File: config.mk
export PLATFORM = sky130hd
export DESIGN_NAME = chu_collision_probe_core
export DESIGN_NICKNAME = d
export VERILOG_FILES = /design/src/rtl/chu_collision_probe_core.sv
export SDC_FILE = /design/constraint.sdc
export NUM_CORES = 1
export LEC_CHECK = 0
export CAP_MARGIN = 20
export CORE_MARGIN = 1
export CORE_UTILIZATION = 35
export CTS_CLUSTER_DIAMETER = 120
export CTS_CLUSTER_SIZE = 10
export DETAILED_ROUTE_END_ITERATION = 8
export GPL_ROUTABILITY_DRIVEN = 0
export GPL_TIMING_DRIVEN = 1
export PLACE_DENSITY = 0.69
export SYNTH_ARGS = -nofsm -noshare
export SYNTH_HDL_FRONTEND = slang
export SYNTH_SLANG_ARGS = --single-unit
File: constraint.sdc
create_clock -name clk -period 4 [get_ports clk]
set_input_delay 0.6 -clock clk [delete_from_list [all_inputs] [get_ports clk]]
set_output_delay 0.6 -clock clk [all_outputs]
set_load 0.005 [all_outputs]
File: src/rtl/chu_collision_probe_core.sv
// Collision probe: counts non-key pixels inside a window per frame; passes video through.
// Optional macro PROBE_OUTLINE_EN draws the window border on so_rgb.
module chu_collision_probe_core #(
    parameter int              CD          = 12,
    parameter logic [CD-1:0]   KEY_COLOR   = '0,
    parameter int              HMAX        = 640,
    parameter int              VMAX        = 480,
    parameter int              CW          = 19,
    parameter logic [CD-1:0]   OUTLINE_CLR = 12'hf00
) (
    input  logic          clk,
    input  logic          reset,
    input  logic [10:0]   x,
    input  logic [10:0]   y,
    input  logic          cs,
    input  logic          write,
    input  logic          read,
    input  logic [13:0]   addr,
    input  logic [31:0]   wr_data,
    output logic [31:0]   rd_data,
    input  logic [CD-1:0] si_rgb,
    output logic [CD-1:0] so_rgb
);

    localparam logic [11:0]   HMAX_C  = 12'(HMAX);
    localparam logic [11:0]   VMAX_C  = 12'(VMAX);
    localparam logic [CW-1:0] ACC_MAX = '1;

    logic          enable_q;
    logic [10:0]   x0_q, y0_q, w_q, h_q;
    logic [10:0]   x_prev_q, y_prev_q;
    logic [CW-1:0] acc_q, acc_d;
    logic [CW-1:0] result_q, result_d;
    logic          done_q, done_d;
    logic          ovf_q, ovf_d;
    logic [15:0]   frame_q, frame_d;

    logic          wr_en, clr;
    logic          adv, frame_end, hit;
    logic [11:0]   x12, y12, x_end, y_end;
    logic          in_x, in_y, visible;

    assign wr_en = cs & write;
    assign clr   = wr_en & (addr[2:0] == 3'd5);

    // Window compares are done one bit wider so x0+w never wraps.
    assign x12   = {1'b0, x};
    assign y12   = {1'b0, y};
    assign x_end = {1'b0, x0_q} + {1'b0, w_q};
    assign y_end = {1'b0, y0_q} + {1'b0, h_q};
    assign in_x  = (x12 >= {1'b0, x0_q}) & (x12 < x_end);
    assign in_y  = (y12 >= {1'b0, y0_q}) & (y12 < y_end);

    assign visible   = (x12 < HMAX_C) & (y12 < VMAX_C);
    assign adv       = (x != x_prev_q) | (y != y_prev_q);
    assign frame_end = adv & (x == 11'd0) & (y == 11'd0);
    assign hit       = adv & enable_q & visible & in_x & in_y
                     & (si_rgb != KEY_COLOR);

    // CPU-programmed window and enable registers.
    always_ff @(posedge clk or posedge reset) begin
        if (reset) begin
            enable_q <= 1'b0;
            x0_q     <= '0;
            y0_q     <= '0;
            w_q      <= '0;
            h_q      <= '0;
        end else if (wr_en) begin
            case (addr[2:0])
                3'd0:    enable_q <= wr_data[0];
                3'd1:    x0_q     <= wr_data[10:0];
                3'd2:    y0_q     <= wr_data[10:0];
                3'd3:    w_q      <= wr_data[10:0];
                3'd4:    h_q      <= wr_data[10:0];
                default: ;
            endcase
        end
    end

    // Previous coordinates, used to detect a pixel change.
    always_ff @(posedge clk or posedge reset) begin
        if (reset) begin
            x_prev_q <= '0;
            y_prev_q <= '0;
        end else begin
            x_prev_q <= x;
            y_prev_q <= y;
        end
    end

    // Accumulate hits; frame end latches the count and overrides a clear of done.
    always_comb begin
        acc_d    = acc_q;
        result_d = result_q;
        done_d   = done_q;
        ovf_d    = ovf_q;
        frame_d  = frame_q;
        if (clr) begin
            done_d = 1'b0;
            ovf_d  = 1'b0;
        end
        if (frame_end) begin
            result_d = acc_q;
            done_d   = 1'b1;
            frame_d  = frame_q + 16'd1;
            acc_d    = hit ? CW'(1) : '0;
        end else if (hit) begin
            if (acc_q == ACC_MAX) begin
                ovf_d = 1'b1;
            end else begin
                acc_d = acc_q + CW'(1);
            end
        end
    end

    // Counter and status state.
    always_ff @(posedge clk or posedge reset) begin
        if (reset) begin
            acc_q    <= '0;
            result_q <= '0;
            done_q   <= 1'b0;
            ovf_q    <= 1'b0;
            frame_q  <= '0;
        end else begin
            acc_q    <= acc_d;
            result_q <= result_d;
            done_q   <= done_d;
            ovf_q    <= ovf_d;
            frame_q  <= frame_d;
        end
    end

    // Register readback, purely combinational from the low address bits.
    always_comb begin
        rd_data = '0;
        case (addr[2:0])
            3'd0: rd_data = {30'b0, ovf_q, done_q};
            3'd1: rd_data = 32'(result_q);
            3'd2: rd_data = {16'b0, frame_q};
            3'd3: rd_data = {21'b0, x0_q};
            3'd4: rd_data = {21'b0, y0_q};
            3'd5: rd_data = {21'b0, w_q};
            3'd6: rd_data = {21'b0, h_q};
            3'd7: rd_data = {31'b0, enable_q};
            default: rd_data = '0;
        endcase
    end

`ifdef PROBE_OUTLINE_EN
    logic [11:0] x_last, y_last;
    logic        border;
    logic        unused_ok;

    assign x_last = x_end - 12'd1;
    assign y_last = y_end - 12'd1;
    assign border = enable_q & (w_q != 11'd0) & (h_q != 11'd0)
                  & ((((x12 == {1'b0, x0_q}) | (x12 == x_last)) & in_y)
                  | (((y12 == {1'b0, y0_q}) | (y12 == y_last)) & in_x));
    assign unused_ok = ^{read, addr[13:3], wr_data[31:11]};

    // Border pixels are replaced; counting above still sees si_rgb.
    always_comb begin
        so_rgb = border ? OUTLINE_CLR : si_rgb;
    end
`else
    logic unused_ok;

    assign unused_ok = ^{read, addr[13:3], wr_data[31:11], OUTLINE_CLR};

    // Plain pass-through of the video stream.
    always_comb begin
        so_rgb = si_rgb;
    end
`endif

endmodule

==> flow_metrics.env <==
export IMPL_status="finished with violations"
export IMPL_violations="setup timing"
export IMPL_r2r_cells=21
export IMPL_htree_levels=4
export IMPL_clkSinkCount=123
export IMPL_combPwrFrac_pct=37.9
export IMPL_async_flop_share_pct=100
export IMPL_ir_drop_v=0.000324
export IMPL_synth_yosys_warnings=0
export IMPL_cts_tree="built"
export IMPL_numCtsBuffers=17
export IMPL_syn_inst=803
export IMPL_syn_area_sq_um=7750
export IMPL_drtIter0Drc=352
export IMPL_clock_skew_ns=0.00716
export IMPL_yosys_area_top_type_share_pct=39.7
export IMPL_setup_viol=18
export IMPL_hold_end="result_q[17]"
export IMPL_final_cell_mix="dfrtp_1, nand2_1, clkdlybuf4s50_1"
export IMPL_synth_main_ff_cell="dfrtp_1"
export IMPL_vias=6443
export IMPL_io_buffer_count=82
export IMPL_grt_pass1_wl_microns=33800
export IMPL_worstPathArrival_ns=4.49
export IMPL_dp_hpwl_microns=16100
export IMPL_r2r_slack_ns=-0.21
export IMPL_syn_avg_cell_area_sq_um=9.66
export IMPL_track_usage_pct=19.8
export IMPL_first_pass_iters=6
export IMPL_leakage_nw=4.49
export IMPL_p_total_w=0.00473
export IMPL_switching_share_pct=34.4
export IMPL_clk_pin_slew_ns=0.06
export IMPL_p_clk_share_pct=30.6
export IMPL_grt_overflow=0
export IMPL_layout_setup_ws_ns=-0.208
export IMPL_drv_slew=0
export IMPL_antenna_found_initial=0
export IMPL_drc=0
export IMPL_core_area_sq_um=21800
export IMPL_diodes=0
export IMPL_max_freq_mhz=238
export IMPL_synth_top_cell_by_area="dfrtp_1"
export IMPL_p_int_w=0.00310
export IMPL_worstPathRequired_ns=4.28
export IMPL_hold_buffers=0
export IMPL_cap_violations=0
export IMPL_areaGrowthSynthToFinish_pct=27.0
export IMPL_rows=54
export IMPL_grt_pass1_vias=6273
export IMPL_worst_setup_path_end_kind="flip-flop"
export IMPL_io_pins=129
export IMPL_die_area_sq_um=22800
export IMPL_avgRoutedWirePerCell_microns=18.1
export IMPL_tns_ns=-2.42
export IMPL_vias_per_cell=5.32
export IMPL_die_x_microns=151
export IMPL_final_nets=1072
export IMPL_powerDensity_nw_per_um2=480
export IMPL_rr_endpoint="acc_q[6]"
export IMPL_synth_edff_count=0
export IMPL_worstSetupPathType="flip-flop to flip-flop"
export IMPL_tightestPinTransition_ns=0.904
export IMPL_worstSkewPairLatency_ns=0.43
export IMPL_drt_total_wl_microns=21900
export IMPL_synth_top_cells_by_area="dfrtp_1, ha_1, mux2_2"
export IMPL_period_minus_slack_ns=4.21
export IMPL_synthDistinctLibCells=58
export IMPL_detail_route_antenna_nets=0
export IMPL_drive_gt1_share_pct=17.1
export IMPL_r2r_start="h_q[0]"
export IMPL_clockBufferDepth=2
export IMPL_power_share_sequential_pct=31.5
export IMPL_startpoint_type="flip-flop"
export IMPL_cts_root_buffer="clkbuf_16"
export IMPL_maxSlewHeadroom_pct=39.8
export IMPL_yosysSeqAreaShare_pct=39.7
export IMPL_worst_hold_path_num_cells=2
export IMPL_die_h_microns=151
export IMPL_rsz0062_at_grt="yes"
export IMPL_ys_seq_elements=123
export IMPL_start_util_pct=35.6
export IMPL_min_path_type="flip-flop to flip-flop"
export IMPL_grt_max_degree=53
export IMPL_worstPathMaxFanout=6
export IMPL_final_common_cell="dfrtp_1"
export IMPL_p_switching_w=0.00163
export IMPL_hold_violations=0
export IMPL_worstHoldStart="result_q[17]"
export IMPL_finalCritPeriodShare_pct=105
worst max path at each step:
stage	cells past startpoint	from	endpoint	slack (ns)
CTS	22	y0_q[0]	acc_q[13]	-0.28
finish	21	h_q[0]	acc_q[6]	-0.21
global placement	22	h_q[0]	acc_q[11]	-0.25
detailed placement	22	h_q[0]	acc_q[13]	-0.35
global route	21	h_q[0]	acc_q[6]	-0.47
floorplan	22	y0_q[0]	acc_q[11]	0.01
layout make-up:
type | instances | area, sq um
Fill cell | 2051 | 11900
Sequential cell | 123 | 3080
Multi-Input combinational cell | 596 | 4420
Tap cell | 280 | 350
Clock inverter | 14 | 125
Timing Repair Buffer | 139 | 1290
Clock buffer | 17 | 425
Inverter | 42 | 160
cells in the mapped netlist, types with 17 or more instances:
master    count
ha_1         66
mux2_2       37
clkbuf_1     23
xnor2_1      42
nand3_1      17
nor2_1       35
nand2_1      97
dfrtp_1     123
buf_4        26
nand4_1      19
a21oi_1      42
o21ai_0      41
inv_1        42
sequential cells by signal (all words and copies together), names as in the netlist, 11 cells and up:
register,flops
result_q,19
x0_q,11
x_prev_q,11
frame_q,16
h_q,11
acc_q,19
w_q,11
y_prev_q,11
y0_q,11
metal layers:
metal / vias to the layer above / track usage [%] / share of wire [%]
met3: 36 / 3.22 / 4.7
met4: 0 / 6.15 / 1.9
met2: 182 / 32.9 / 47
li1: 3086 / - / -
met1: 3139 / 26.4 / 46
met5: - / 0 / 0
cells by family after synthesis:
family	Yosys count	synth area share [%]
AOI/OAI and AO/OA	166	14.0
xor gates and xnor gates	57	6.44
adders and majority gates	68	11.2
buffers and inverters	96	5.94
DFF	123	39.7
muxes	53	7.60
other	1	0.0484
and+or+nand+nor	239	15.2
power groups by stage:
stage | Clock, W | Sequential (W) | Combinational (W)
after floorplan | 0 | 0.00146 | 0.00108
after global placement | 0 | 0.00150 | 0.00160
after detailed placement | 0 | 0.00151 | 0.00165
after CTS | 0.00145 | 0.00148 | 0.00172
after global routing | 0.00151 | 0.00150 | 0.00200
final | 0.00145 | 0.00149 | 0.00179
worst max-delay path, stage by stage (launching register included):
cell and delay (ns):
dfrtp_1 0.40, ha_4 0.16, inv_2 0.04, fa_2 0.33, nor2b_1 0.11, o21ai_1 0.08, a21oi_1 0.16, o21ai_1 0.07
nand2b_1 0.11, a31oi_2 0.12, buf_4 0.17, a311oi_2 0.24, ha_2 0.31, o21ai_0 0.07, nor2_1 0.06, o211ai_1 0.20
a311oi_2 0.09, or4b_4 0.61, buf_4 0.19, nor4_4 0.31, xnor2_1 0.15, nor2_1 0.05
repair_timing:
item                       4_1_cts  5_1_grt
pin swaps                       16        7
cloned                           1        0
setup buffers                    6        4
setup endpoints to repair       20       20
gates resized for setup         15       16
stage by stage:
step                cell area (sq um)  worst slack, ns  utilization [%]  hold slack, ns  std cells
global route                     9850           -0.467             45.3           0.485       1211
global placement                 9080           -0.251             41.7           0.445       1170
CTS                              9760           -0.284             44.9           0.468       1208
detailed placement               9080           -0.346             41.7           0.456       1170
finish                           9850           -0.208             45.3           0.469       1211
floorplan                        7830           0.0116                -           0.431        815
Power figures use the tool's default switching activity.
